**src/rtl/tmatch_sad_scorer_pkg.sv**
```systemverilog
// Shared definitions for the template-matching SAD scorer family:
// default geometry, the scorer state encoding and the score-width helper.
package tmatch_pkg;

    localparam int ADDR_WIDTH_DEF = 11;
    localparam int DATA_WIDTH_DEF = 8;
    localparam int DEPTH_DEF      = 2048;

    typedef enum logic [1:0] {
        IDLE  = 2'd0,
        RUN   = 2'd1,
        DRAIN = 2'd2,
        DONE  = 2'd3
    } state_t;

    // A full template of maximum-difference bytes sums to at most
    // 2^aw * (2^dw - 1), which always fits in aw+dw bits.
    function automatic int score_w(input int aw, input int dw);
        return aw + dw;
    endfunction

endpackage

```
**src/rtl/tmatch_sad_scorer_if.sv**
```systemverilog
// Bundle of the scorer's control, feature-stream, template-ROM and result
// signals. The slave side is the scorer; the master side is its environment
// (control logic, feature source, ROM and decision logic).
interface tmatch_sad_scorer_if
    import tmatch_pkg::*;
#(
    parameter int ADDR_WIDTH = ADDR_WIDTH_DEF,
    parameter int DATA_WIDTH = DATA_WIDTH_DEF,
    parameter int SCORE_W    = score_w(ADDR_WIDTH_DEF, DATA_WIDTH_DEF)
);
    logic                  start;
    logic                  busy;
    logic                  feat_valid;
    logic                  feat_ready;
    logic [DATA_WIDTH-1:0] feat_data;
    logic [ADDR_WIDTH-1:0] rom_addr;
    logic [DATA_WIDTH-1:0] rom_data;
    logic [SCORE_W-1:0]    thresh;
    logic [SCORE_W-1:0]    score;
    logic                  score_valid;
    logic                  match;

    modport slave (
        input  start, feat_valid, feat_data, rom_data, thresh,
        output busy, feat_ready, rom_addr, score, score_valid, match
    );

    modport master (
        output start, feat_valid, feat_data, rom_data, thresh,
        input  busy, feat_ready, rom_addr, score, score_valid, match
    );
endinterface

```
**src/rtl/tmatch_sad_scorer_absdiff.sv**
```systemverilog
// Combinational |a - b| on unsigned bytes. With TMATCH_MASK_EN defined a
// template byte (i_b) of zero marks a don't-care pixel and yields 0.
module tmatch_absdiff #(
    parameter int DATA_WIDTH = 8
) (
    input  logic [DATA_WIDTH-1:0] i_a,
    input  logic [DATA_WIDTH-1:0] i_b,
    output logic [DATA_WIDTH-1:0] o_diff
);
    logic [DATA_WIDTH-1:0] w_mag;

    // Subtract the smaller from the larger so the result is never negative.
    assign w_mag = (i_a >= i_b) ? (i_a - i_b) : (i_b - i_a);

`ifdef TMATCH_MASK_EN
    assign o_diff = (i_b == '0) ? '0 : w_mag;
`else
    assign o_diff = w_mag;
`endif

endmodule

```
**src/rtl/tmatch_sad_scorer.sv**
```systemverilog
// SAD scorer: walks the template ROM in lock-step with accepted feature
// bytes, accumulates |feature - template| and reports score / match.
// Optional build macro: TMATCH_MASK_EN (template byte 0 = don't-care pixel).
module tmatch_sad_scorer
    import tmatch_pkg::*;
#(
    parameter int ADDR_WIDTH = ADDR_WIDTH_DEF,
    parameter int DATA_WIDTH = DATA_WIDTH_DEF,
    parameter int DEPTH      = DEPTH_DEF,
    parameter int SCORE_W    = score_w(ADDR_WIDTH, DATA_WIDTH)
) (
    input  logic              clk,
    input  logic              rst,
    tmatch_sad_scorer_if.slave bus
);
    state_t                r_state;
    state_t                w_state_next;
    logic [ADDR_WIDTH-1:0] r_cnt;
    logic [DATA_WIDTH-1:0] r_feat_d1;
    logic                  r_d1;
    logic [SCORE_W-1:0]    r_acc;
    logic [SCORE_W-1:0]    r_thresh;
    logic [SCORE_W-1:0]    r_score;
    logic                  r_match;

    logic                  w_feat_ready;
    logic [ADDR_WIDTH-1:0] w_rom_addr;
    logic                  w_busy;
    logic                  w_score_valid;
    logic                  w_accept;
    logic                  w_last;
    logic [DATA_WIDTH-1:0] w_diff;
    logic [SCORE_W-1:0]    w_acc_sum;

    assign w_accept  = bus.feat_valid & w_feat_ready;
    assign w_last    = (r_cnt == ADDR_WIDTH'(DEPTH - 1));
    assign w_acc_sum = r_acc + SCORE_W'(w_diff);

    // The delayed feature byte meets the ROM byte read for the same address.
    tmatch_absdiff #(
        .DATA_WIDTH (DATA_WIDTH)
    ) u_absdiff (
        .i_a    (r_feat_d1),
        .i_b    (bus.rom_data),
        .o_diff (w_diff)
    );

    // State register.
    always_ff @(posedge clk) begin
        if (rst) r_state <= IDLE;
        else     r_state <= w_state_next;
    end

    // Next-state: start only honoured in IDLE; DRAIN and DONE last one cycle.
    always_comb begin
        w_state_next = r_state;
        case (r_state)
            IDLE:    if (bus.start)          w_state_next = RUN;
            RUN:     if (w_accept && w_last) w_state_next = DRAIN;
            DRAIN:                           w_state_next = DONE;
            DONE:                            w_state_next = IDLE;
            default:                         w_state_next = IDLE;
        endcase
    end

    // State-decoded outputs; the ROM address only walks while running.
    always_comb begin
        w_feat_ready  = 1'b0;
        w_rom_addr    = '0;
        w_busy        = 1'b0;
        w_score_valid = 1'b0;
        case (r_state)
            RUN: begin
                w_feat_ready = 1'b1;
                w_rom_addr   = r_cnt;
                w_busy       = 1'b1;
            end
            DRAIN:   w_busy = 1'b1;
            DONE: begin
                w_busy        = 1'b1;
                w_score_valid = 1'b1;
            end
            default: ;
        endcase
    end

    // Counter, one-stage feature delay, accumulator and held result.
    always_ff @(posedge clk) begin
        if (rst) begin
            r_cnt     <= '0;
            r_feat_d1 <= '0;
            r_d1      <= 1'b0;
            r_acc     <= '0;
            r_thresh  <= '0;
            r_score   <= '0;
            r_match   <= 1'b0;
        end else begin
            r_d1 <= w_accept;
            if (w_accept) begin
                r_feat_d1 <= bus.feat_data;
                r_cnt     <= r_cnt + ADDR_WIDTH'(1);
            end
            if (r_state == IDLE && bus.start) begin
                r_acc    <= '0;
                r_cnt    <= '0;
                r_thresh <= bus.thresh;
            end else if (r_d1) begin
                r_acc <= w_acc_sum;
            end
            // The last byte's difference is still in flight during DRAIN.
            if (r_state == DRAIN) begin
                r_score <= w_acc_sum;
                r_match <= (w_acc_sum <= r_thresh);
            end
        end
    end

    assign bus.feat_ready  = w_feat_ready;
    assign bus.rom_addr    = w_rom_addr;
    assign bus.busy        = w_busy;
    assign bus.score_valid = w_score_valid;
    assign bus.score       = r_score;
    assign bus.match       = r_match;

endmodule

```
**src/flat_wrapper.sv**
```systemverilog
// flat-port wrapper written by rule: the top's interface ports become plain ports
module tmatch_sad_scorer_flat import tmatch_pkg::*;
#(
    parameter int ADDR_WIDTH = ADDR_WIDTH_DEF,
    parameter int DATA_WIDTH = DATA_WIDTH_DEF,
    parameter int DEPTH      = DEPTH_DEF,
    parameter int SCORE_W    = score_w(ADDR_WIDTH, DATA_WIDTH)
)
  (clk, rst, bus_start, bus_feat_valid, bus_feat_data, bus_rom_data, bus_thresh, bus_busy, bus_feat_ready, bus_rom_addr, bus_score, bus_score_valid, bus_match);
  tmatch_sad_scorer_if #(.ADDR_WIDTH(ADDR_WIDTH), .DATA_WIDTH(DATA_WIDTH), .SCORE_W(SCORE_W)) bus_i ();
  input  logic clk;
  input  logic rst;
  input wire logic [$bits(bus_i.start)-1:0] bus_start;
  input wire logic [$bits(bus_i.feat_valid)-1:0] bus_feat_valid;
  input wire logic [$bits(bus_i.feat_data)-1:0] bus_feat_data;
  input wire logic [$bits(bus_i.rom_data)-1:0] bus_rom_data;
  input wire logic [$bits(bus_i.thresh)-1:0] bus_thresh;
  output wire logic [$bits(bus_i.busy)-1:0] bus_busy;
  output wire logic [$bits(bus_i.feat_ready)-1:0] bus_feat_ready;
  output wire logic [$bits(bus_i.rom_addr)-1:0] bus_rom_addr;
  output wire logic [$bits(bus_i.score)-1:0] bus_score;
  output wire logic [$bits(bus_i.score_valid)-1:0] bus_score_valid;
  output wire logic [$bits(bus_i.match)-1:0] bus_match;
  assign bus_i.start = bus_start;
  assign bus_i.feat_valid = bus_feat_valid;
  assign bus_i.feat_data = bus_feat_data;
  assign bus_i.rom_data = bus_rom_data;
  assign bus_i.thresh = bus_thresh;
  assign bus_busy = bus_i.busy;
  assign bus_feat_ready = bus_i.feat_ready;
  assign bus_rom_addr = bus_i.rom_addr;
  assign bus_score = bus_i.score;
  assign bus_score_valid = bus_i.score_valid;
  assign bus_match = bus_i.match;
  tmatch_sad_scorer #(.ADDR_WIDTH(ADDR_WIDTH), .DATA_WIDTH(DATA_WIDTH), .DEPTH(DEPTH), .SCORE_W(SCORE_W)) u_core (.clk(clk), .rst(rst), .bus(bus_i));
endmodule
```
**config.mk**
```make
export PLATFORM = sky130hd
export DESIGN_NAME = tmatch_sad_scorer_flat
export DESIGN_NICKNAME = d
export VERILOG_FILES = /design/src/rtl/tmatch_sad_scorer_pkg.sv /design/src/rtl/tmatch_sad_scorer_if.sv /design/src/rtl/tmatch_sad_scorer_absdiff.sv /design/src/rtl/tmatch_sad_scorer.sv /design/src/flat_wrapper.sv
export SDC_FILE = /design/constraint.sdc
export NUM_CORES = 1
export LEC_CHECK = 0
export BUFFER_PORTS_ARGS = -buffer_cell sky130_fd_sc_hd__buf_2
export CAP_MARGIN = 30
export CORE_MARGIN = 5
export CORE_UTILIZATION = 35
export DETAILED_ROUTE_END_ITERATION = 10
export HOLD_SLACK_MARGIN = 0.15
export MAX_ROUTING_LAYER = met4
export PLACE_DENSITY = 0.53
export RECOVER_POWER = 50
export REMOVE_ABC_BUFFERS = 1
export SYNTH_ARGS = -nofsm -noshare
export SYNTH_HDL_FRONTEND = slang
export SYNTH_SLANG_ARGS = --single-unit
```
**constraint.sdc**
```tcl
create_clock -name clk -period 5.5 [get_ports clk]
set_clock_uncertainty 0.1 [all_clocks]
set_input_delay 0.275 -clock clk [delete_from_list [all_inputs] [get_ports clk]]
set_output_delay 0.275 -clock clk [all_outputs]
set_load 0.01 [all_outputs]
```
[After elaboration in Yosys (flattened, before gate mapping)]
Cells that the tools add are included.
Operators by class
  order comparisons: 2
  reductions and logical operators: 6
  multiplexer cells: 8
  eq/ne operators: 6
  $add $sub $neg: 4
  bitwise gates (word level): 1
Operators with widths (count)
  $add A19 B8 Y19: 1
  $le A19 B19 Y1: 1
  $sub A8 B8 Y8: 2
  $add A11 B1 Y11 const B: 1
  $eq A11 B11 Y1 const B: 1
  $mux W11: 1
  $ge A8 B8 Y1: 1
  $mux W8: 1
  $pmux W2 S4: 1
  $eq A2 B2 Y1 const B: 2
  $mux W2: 2
  $mux W1: 3
  $reduce_or A3 Y1: 1
  $eq A2 B1 Y1 const B: 1
  $logic_and A1 B1 Y1: 2
  $logic_not A2 Y1: 1
  $ne A2 B1 Y1 const B: 1
  $ne A2 B2 Y1 const B: 1
  $reduce_and A2 Y1: 1
  $reduce_or A2 Y1: 1
  $and A1 B1 Y1: 1
Storage, ports and cells
  bits in registers: 80
  word-level logic and storage cells: 35
  output and inout port bits: 34

[Depth between registers and ports, before layout]
Gate-level depths: netlist (run 1).
  depth after elaboration: 6
  mapped depth: 24
  gate-level depth less buffers: 24

[Cells and area by module]
A second synthesis (run 1) with hierarchy kept.
Second synthesis, totals
  cells, all modules: 602
  area, all modules: 4947.2 µm²
By module, submodules not included
  tmatch_sad_scorer: cells an instance 521, instances 1, area each 4295.4 µm²
  tmatch_absdiff: cells an instance 81, instances 1, area each 651.9 µm²

[Least setup slack after synthesis (run 1)]
Ideal clock, no wire load.
  path type: register to register
  start: register u_core.r_feat_d1[0]
  end: register u_core.r_match, in the netlist u_core.bus.match
  path slack: 449 ps
  stages on the path, launching flop included: 25
  path buffers: 0
  data arrival time: 4893 ps
  required time: 5342 ps
  path through: dfxtp_1 -> inv_1 -> ha_1 -> inv_1 -> fa_1 -> nand3_2 -> a311oi_4 -> nor3_2 -> mux2i_1 -> a221oi_1 -> nor3_1 -> ha_1 -> or3_1 -> a31oi_1 -> nor2_1 -> and3_1 -> xnor2_1 -> inv_1 -> ha_1 -> a21o_1 -> a21o_1 -> a21oi_1 -> o21ai_0 -> a311oi_1 -> o21a_1
Between the ends
  longest elaborated chain between the ends: 4
  elaborated cells between the ends (all ways): 6
  classes of those cells: add/sub (3); order compare (2); mux (1)
RTL lines
  start: declaration: RTL line tmatch_sad_scorer.sv:19  | logic [DATA_WIDTH-1:0] r_feat_d1;
  start signal: assignment: RTL line tmatch_sad_scorer.sv:100  | r_feat_d1 <= bus.feat_data;
  $sub A8 B8 Y8 or $ge A8 B8 Y1 (tied branches): RTL line tmatch_sad_scorer_absdiff.sv:13  | assign w_mag = (i_a >= i_b) ? (i_a - i_b) : (i_b - i_a);
  $mux W8 *: RTL line tmatch_sad_scorer_absdiff.sv:13
  $add A19 B8 Y19 *: RTL line tmatch_sad_scorer.sv:37  | assign w_acc_sum = r_acc + SCORE_W'(w_diff);
  named net u_core.w_acc_sum[16]: RTL line tmatch_sad_scorer.sv:33  | logic [SCORE_W-1:0] w_acc_sum;
  $le A19 B19 Y1 *: RTL line tmatch_sad_scorer.sv:113  | r_match <= (w_acc_sum <= r_thresh);
  end signal: assignment: RTL line tmatch_sad_scorer.sv:113
  end: declaration: RTL line tmatch_sad_scorer.sv:24  | logic r_match;
The timed path passes the listed nets; every way through them passes the cells marked *.
A chain may end at the register's enable or synchronous reset.

[Final worst setup path (run 1)]
Ends and elaborated chain as after synthesis.

==> impl_metrics.csv, run 1 <==
group,metric,value,unit
sta,fmax,189,MHz
die,die_area,0.0165,mm2
global_routing,grt_max_degree,55,
clock_tree,cts_buffers,9,
power,p_leak,2.59,nW
placed_design,numPlacedInstances,834,
global_routing,grt_pass1_vias,4437,
layout,fin_cells,880,
logic_synthesis,yosys.area.top_type,"dfxtp_1",
clock_tree,clk_latency,350,ps
sta,setup_viol,0,
drt,top_layer,"met4",
drt,vias,4332,
critical_path,path_delay_family,"compound AO/OA/AOI/OAI gates",
critical_path,start_kind,"register",
die,start_util,35.6,%
sta,max_slew_margin,3.89,%
sta,setup_tns,0,ps
logic_synthesis,syn_area,0.00492,mm2
layout,final_area,0.00613,mm2
power,finalPower,2.40,mW
drt,routedWlPerCell,13.6,um
drt,drtAntennaViolNets,0,
die,row_count,43,
clock_tree,htreeDepth,3,
clock_tree,cts_tree,"yes",
layout,fill_cells,1408,
power,ir_worst_vdd,0.000197,V
logic_synthesis,yosys-top-cells-area,"dfxtp_1 33%, ha_1 12%, nand2_1 5.6%",
drt,wl_met3,671,um
sta,period_share,96.0,%
logic_synthesis,synth_largest_type_area_fraction,32.5,%
sta,postLayoutSetupSlackWorst,219,ps
clock_tree,clock_path_buffers,2,
clock_tree,clkTransAtPathRegs,60,ps
drt,drtIter0Drc,236,
logic_synthesis,async_reset_ff_share,0,%
drt,drc,0,
critical_path,cp.buffers_inverters,3,
layout,area_growth,24.5,%
sta,finalHoldViolations,0,
layout,fin_nets,785,
sta,holdWs,307,ps
logic_synthesis,synthCells,603,
die,die_y,129,um
drt,dr_wl_met2,5.67,mm
drt,wirelength,12.0,mm
min_path,holdCritPathClass,"input port to register",
run,drv.max_cap_violation_count,0,
logic_synthesis,ys.flop_type,"dfxtp_1",
die,die_w,129,um
run_status,status,"finished clean",
placed_design,place_area,0.00544,mm2
drt,routedLengthMet1,5.45,mm
placed_design,post-place-ws,42.3,ps
global_routing,track_usage,15.8,%
critical_path,cp_slowest_cell,"a311oi_4",
logic_synthesis,synthTopCellsByCount,"80 x dfxtp_1, 73 x nand2_1, 64 x nor2_1",
power,p_per_area,392,mW/mm2
logic_synthesis,ys_types,60,
logic_synthesis,yosysMostFrequentCell,"dfxtp_1",
critical_path,crit_fanout,5,
sta,tightest_slew,1440,ps
critical_path,cp.required,5690,ps
layout,fin_util,44.3,%
global_routing,grt_pass1_wl,20.6,mm
global_routing,antenna_found_initial,0,
critical_path,path_cells,"inv_1 > ha_1 > inv_2 > fa_2 > nand3_4 > a311oi_4 > o41ai_4 > a311o_1 > a222oi_1 > xnor2_1 > ha_2 > or2_2 > a31oi_4 > nor2_1 > and3_1 > xnor2_2 > inv_1 > ha_1 > a21o_1 > a21o_1 > a21oi_1 > o21ai_1 > a311oi_2 > o21a_1",
logic_synthesis,avgSynthCellArea,8.16,um2
critical_path,max_stage_delay,470,ps
clock_tree,cts_sinks,80,
critical_path,criticalPathCategory,"register to register",
drt,drtPass1Iterations,4,
critical_path,cp-end-kind,"register",
drt,routed_via_density,4.92,
logic_synthesis,seq_area_frac_synth,32.5,%
clock_tree,cts-root-buf,"clkbuf_16",
placed_design,place_hpwl,8.90,mm
layout,drive_above_1_share,13.1,%
logic_synthesis,yosysWarnings,0,
placed_design,gp_congestion,0.828,
die,io_pins,73,
logic_synthesis,synth_enable_flop_cells,0,
die,fp.coreArea,0.0138,mm2
global_routing,grt-ovfl-total,0,
layout,diodes,0,
logic_synthesis,ys_ff_latch,80,
critical_path,arrival,5470,ps
sta,finalCriticalPeriod,5280,ps
sta,finalMaxSlewViolations,0,
placed_design,portBuffers,72,
==> worst paths after layout <==
kind,startpoint,endpoint,slack [ps],depth (start not counted)
worst max-delay path,u_core.r_feat_d1[0],u_core.bus.match,220,24
worst min-delay path,bus_start,u_core.r_state[0],310,4
worst max register to register,u_core.r_feat_d1[0],u_core.bus.match,220,24
worst min register to register,u_core.r_thresh[17],u_core.r_thresh[17],360,2
==> what timing repair did <==
action,in CTS,in global routing
setup endpoints to repair,0,1
hold buffers,27,0
endpoints found under the hold margin,27,0
gates resized for setup,0,18
setup buffers,0,3
==> routing by layer <==
metal / up-vias / GRT usage, %
met3: 18 / 5.06
li1: 2232 / -
met5: - / -
met4: 0 / 4.26
met2: 75 / 26.0
met1: 2007 / 18.6
==> logic make-up after synthesis <==
logic type,share of synthesized area (%)
xor+xnor,7.65
buf+inv,6.73
fa+ha+maj,13.4
flops,32.5
simple gates,20.0
compound gates,16.4
mux,3.28
==> layout by cell type (no fill, tap or decap), drive strengths merged, types with 3 or more instances in the layout <==
cell,n
o21a,11
buf,55
a21o,13
fa,3
a21oi,45
inv,54
nand2,73
clkinv,3
o2111ai,3
o311ai,3
and2,14
mux2i,15
ha,48
nand4,14
or3,3
clkbuf,39
o211ai,8
nor2b,3
nor2,64
dlygate4sd3,27
bufinv,3
nand3,15
a31oi,5
o21ai,6
xor2,20
and3,7
xnor2,23
a211oi,9
nor3,6
dfxtp,80
==> flip-flops by register name, summed over array words and instances (netlist names) <==
register	flops
u_core.r_d1	1
u_core.bus.score	19
u_core.r_thresh	19
u_core.r_state	2
u_core.r_cnt	11
u_core.r_acc	19
u_core.bus.match	1
u_core.r_feat_d1	8
==> final cells by class <==
type / instances / area (um2) / share of cell area [%]
Clock buffer: 11 / 243 / 3.96
Clock inverter: 5 / 104 / 1.69
Inverter: 55 / 206 / 3.37
Multi-Input combinational cell: 439 / 3070 / 50.1
Sequential cell: 80 / 1600 / 26.1
Tap cell: 180 / 225 / 3.67
Timing Repair Buffer: 110 / 676 / 11.0
==> tightest hold or removal path, stage by stage <==
cell	delay, ps
buf_2	110
inv_1	50
a22o_1	180
a211oi_1	90
==> report_power, final <==
group	switching, mW	internal, mW
clock network	0.243	0.456
logic	0.567	0.389
registers	0.0654	0.680
(Power assumes the default switching activity.)
==> inputs of run 2 (changes only) <==
- PLACE_DENSITY: 0.53 -> 0.55
- clock period: 5.5 -> 4.7 ns (I/O delays scaled with it)
==> run 2 against run 1 <==
Against the previous run:
- the run now ends with setup timing left
- maximum frequency up 7.9%
- critical endpoint unchanged
- core utilization up 5.0 points
- clock-buffer cell count down 1
- worst setup slack worse by 410 ps
- hold slack worse by 25 ps
- sequential power up 16%
- routed wire length up 4.5%
- sequential cell count unchanged
- cell count up 8.8%
- non-clock buffer count up 77
==> impl_metrics.csv, run 2 (synthesis gave the netlist of run 1 again) <==
group,metric,value,unit
run_status,status,"finished with violations",
run_status,failed_checks,"setup timing",
global_routing,grt_max_degree,54,
global_routing,met2_usage,27.7,%
clock_tree,cts_buffers,9,
drt,vias,4543,
min_path,holdCritPathClass,"input port to register",
layout,fin_nets,862,
drt,wirelength,12.5,mm
critical_path,cp.required,4900,ps
power,p_per_area,437,mW/mm2
layout,fin_util,49.3,%
placed_design,gp_congestion,0.835,
drt,drtPass1Iterations,4,
drt,drtIter0Drc,131,
drt,routedWlPerCell,13.1,um
global_routing,grt_pass1_wl,21.4,mm
global_routing,grt_pass1_vias,4590,
critical_path,arrival,5090,ps
clock_tree,clkTransAtPathRegs,70,ps
clock_tree,cts-root-buf,"clkbuf_16",
placed_design,place_hpwl,9.32,mm
clock_tree,htreeDepth,3,
sta,setup_tns,-196,ps
die,fp.coreArea,0.0138,mm2
clock_tree,cts_sinks,80,
sta,rsz0062_at_grt,"true",
global_routing,grt_util_met1,19.3,%
sta,tightest_slew,955,ps
sta,max_slew_margin,36.3,%
layout,final_common_cell,"buf_4",
global_routing,grt-ovfl-total,0,
sta,finalMaxSlewViolations,0,
placed_design,place_area,0.00598,mm2
layout,mostFrequentLayoutCells,"86 x buf_4, 79 x dfxtp_1, 73 x nand2_1",
layout,area_growth,38.6,%
sta,finalCriticalPeriod,4900,ps
die,row_count,43,
clock_tree,clock_path_buffers,2,
layout,drive_above_1_share,23.4,%
drt,routed_via_density,4.75,
die,start_util,35.6,%
clock_tree,clk_latency,350,ps
layout,diodes,0,
die,die_y,129,um
placed_design,portBuffers,72,
critical_path,cp-end-kind,"register",
sta,finalHoldViolations,0,
critical_path,start_kind,"register",
critical_path,criticalPathCategory,"register to register",
sta,holdWs,282,ps
global_routing,track_usage,16.2,%
drt,drtAntennaViolNets,0,
die,die_w,129,um
clock_tree,cts_tree,"yes",
sta,setup_viol,1,
global_routing,antenna_found_initial,0,
drt,drc,0,
critical_path,crit_fanout,4,
global_routing,top_usage_layer,"met2",
critical_path,cp_slowest_cell,"fa_2",
sta,fmax,204,MHz
layout,final_area,0.00682,mm2
power,ir_worst_vdd,0.000251,V
power,finalPower,2.98,mW
critical_path,max_stage_delay,370,ps
global_routing,grt_util_met3,3.78,%
die,die_area,0.0165,mm2
power,p_leak,2.98,nW
sta,period_share,104,%
run,drv.max_cap_violation_count,0,
sta,postLayoutSetupSlackWorst,-196,ps
die,io_pins,73,
-- run 2: changes by cell type in the layout (fill, tap and decap cells not counted), sizes merged --
cell,change
clkinv,-1
inv,+2
clkbuf,+1
buf,+75
-- run 2: what timing repair did --
item                       4_1_cts  5_1_grt
hold buffers                    27        0
setup endpoints to repair        1        1
pin swaps                       22       26
hold endpoints to repair        27        0
resized for setup               27       13
buffers inserted                 3        7
-- run 2: critical path: cells and delay by family (launching register included) --
kind                       cells  cell delay, ps
AOI/OAI and AO/OA             10            1660
buffers and inverters          5             610
adders and majority gates      4            1050
DFF                            1             320
xor gates and xnor gates       2             300
muxes                          1             330
and+or+nand+nor                3             480
-- run 2: stage by stage --
step / cells / setup WS [ps]
final: 957 / -196
after global routing: 957 / -544
after CTS: 950 / -234
after detailed placement: 905 / -424
after global placement: 905 / -313
after floorplan: 574 / -353
-- run 2: cell type report --
cell class | count | area (um2)
fillers | 1376 | 7000
multi-input cells | 439 | 3180
flip-flops and latches | 80 | 1600
repair buffers | 187 | 1260
clock buffers | 10 | 229
well taps | 180 | 225
inverters | 55 | 209
clock inverters | 6 | 115
-- run 2: metal layers --
layer  share of wire [%]  wire, um  vias up
met5                   0         0        -
met4                 1.2       151        0
met3                 4.2       523       12
met2                  49      6140       67
met1                  46      5700     2075
li1                    -         -     2389
-- run 2: power breakdown --
part	switching [mW]	internal (mW)
Combinational	0.708	0.593
Clock	0.295	0.524
Sequential	0.0693	0.796
Total	1.07	1.91
-- run 2: worst paths after layout --
path | cells after the start | to | startpoint | slack (ps)
max | 25 | u_core.bus.match | u_core.r_feat_d1[0] | -200
min | 4 | u_core.r_state[0] | bus_start | 280
max reg2reg | 25 | u_core.bus.match | u_core.r_feat_d1[0] | -200
min reg2reg | 2 | u_core.r_thresh[12] | u_core.r_thresh[12] | 360
==> inputs of run 3 (changes only) <==
- RECOVER_POWER: 50 -> 100
==> run 3 against run 2 <==
Against the previous run:
- the run ends with capacitance limit, slew limit, setup timing left
- critical path depth unchanged
- maximum frequency about the same
- core utilization is essentially flat
- cell count stayed put
- clock power hardly changed
- sequential power about the same
- power about the same
- first-iteration DRC count grew 4.6%
- non-clock buffer count stayed put
- global-route usage stayed put
- critical path type unchanged
- largest cell class unchanged
==> impl_metrics.csv, run 3 (synthesis gave the netlist of run 1 again) <==
group,metric,value,unit
sta,holdWs,282,ps
power,switching_share,36.0,%
critical_path,cp.required,4900,ps
critical_path,cp-end-kind,"register",
critical_path,arrival,5090,ps
power,p_leak,2.97,nW
sta,tightest_slew,1530,ps
sta,setup_viol,1,
global_routing,grt_pass1_wl,21.4,mm
global_routing,antenna_found_initial,0,
global_routing,grt_util_met3,3.78,%
layout,diodes,0,
sta,max_slew_margin,-1.96,%
sta,fmax,204,MHz
die,die_w,129,um
die,die_y,129,um
global_routing,met2_usage,27.7,%
critical_path,criticalPathCategory,"register to register",
clock_tree,htreeDepth,3,
drt,drc,0,
layout,area_growth,38.5,%
placed_design,post-place-ws,-424,ps
clock_tree,cts-root-buf,"clkbuf_16",
layout,drive_above_1_share,23.3,%
clock_tree,clk_latency,350,ps
layout,mostFrequentLayoutCells,"85 x buf_4, 79 x dfxtp_1, 73 x nand2_1",
die,start_util,35.6,%
critical_path,path_delay_family,"compound AO/OA/AOI/OAI gates",
drt,drtAntennaViolNets,0,
global_routing,track_usage,16.2,%
min_path,holdCritPathClass,"input port to register",
power,ir_worst_vdd,0.000251,V
global_routing,top_usage_layer,"met2",
clock_tree,cts_tree,"yes",
global_routing,grt-ovfl-total,0,
global_routing,grt_max_degree,54,
power,finalPower,2.98,mW
sta,setup_tns,-192,ps
run_status,status,"finished with violations",
power,pwr-share-seq,29.0,%
placed_design,numPlacedInstances,905,
drt,vias,4546,
clock_tree,cts_buffers,9,
global_routing,grt_pass1_vias,4590,
die,die_area,0.0165,mm2
drt,wirelength,12.5,mm
placed_design,place_area,0.00598,mm2
layout,fill_cells,1378,
global_routing,grt_util_met1,19.3,%
layout,final_common_cell,"buf_4",
die,row_count,43,
critical_path,cp.buffers_inverters,5,
die,fp.coreArea,0.0138,mm2
die,io_pins,73,
run,drv.max_cap_violation_count,1,
power,p_int,1.91,mW
placed_design,gp_congestion,0.835,
power,p_per_area,437,mW/mm2
placed_design,portBuffers,72,
power,clkPwrFrac,27.5,%
layout,fin_cells,957,
clock_tree,clkTransAtPathRegs,70,ps
drt,routed_via_density,4.75,
clock_tree,clock_path_buffers,2,
layout,fin_nets,862,
layout,final_area,0.00682,mm2
power,combPwrFrac,43.6,%
run_status,failed_checks,"capacitance limit, slew limit, setup timing",
critical_path,cp_slowest_cell,"fa_2",
sta,finalMaxSlewViolations,32,
sta,period_share,104,%
placed_design,place_hpwl,9.32,mm
layout,fin_util,49.3,%
drt,routedWlPerCell,13.1,um
drt,drtPass1Iterations,4,
sta,postLayoutSetupSlackWorst,-192,ps
critical_path,crit_fanout,4,
clock_tree,cts_sinks,80,
critical_path,max_stage_delay,370,ps
sta,rsz0062_at_grt,"true",
sta,finalHoldViolations,0,
sta,finalCriticalPeriod,4890,ps
critical_path,start_kind,"register",
drt,drtIter0Drc,137,
power,p_switching,1.07,mW
run 3: cell count changes in the layout (fill, tap and decap cells not counted), sizes merged:
cell	before	now
buf	130	129
clkbuf	40	41
run 3: final timing paths:
check | depth (start not counted) | from | endpoint | slack [ps]
worst min register to register | 2 | u_core.r_thresh[12] | u_core.r_thresh[12] | 350
worst max-delay path | 25 | u_core.r_feat_d1[0] | u_core.bus.match | -190
worst min-delay path | 4 | bus_start | u_core.r_state[0] | 280
worst max register to register | 25 | u_core.r_feat_d1[0] | u_core.bus.match | -190
run 3: cell type report:
cell class                      instances  area [um2]  share of cell area (%)
Timing Repair Buffer                  187        1260                    18.4
Clock buffer                           10         229                    3.36
Multi-Input combinational cell        439        3180                    46.6
Clock inverter                          6         115                    1.69
Inverter                               55         209                    3.06
Tap cell                              180         225                    3.30
Sequential cell                        80        1600                    23.5
run 3: power groups by stage:
stage	clock network (mW)	registers, mW	logic [mW]
2_1_floorplan	0	0.896	0.738
3_3_place_gp	0	0.872	1.22
3_5_place_dp	0	0.879	1.24
4_1_cts	0.841	0.865	1.31
5_1_grt	0.869	0.882	1.46
6_report	0.819	0.865	1.30
run 3: what timing repair did:
item                                    in CTS  in global routing
hold endpoints to repair                    27                  0
pin swaps                                   22                 26
buffers inserted                             3                  7
resized for setup                           27                 13
endpoints found under the setup margin       1                  1
hold buffers                                27                  0
cloned                                       0                  0
run 3: per-layer routing:
layer / up-vias / share of wire [%] / routed length (um)
li1: 2389 / - / -
met1: 2079 / 46 / 5690
met4: 0 / 1.2 / 149
met3: 13 / 4.2 / 528
met2: 65 / 49 / 6130
met5: - / 0 / 0
run 3: worst min-delay path: stages:
cell	delay (ps)
buf_2	110
inv_1	50
a22o_1	190
a211oi_1	90
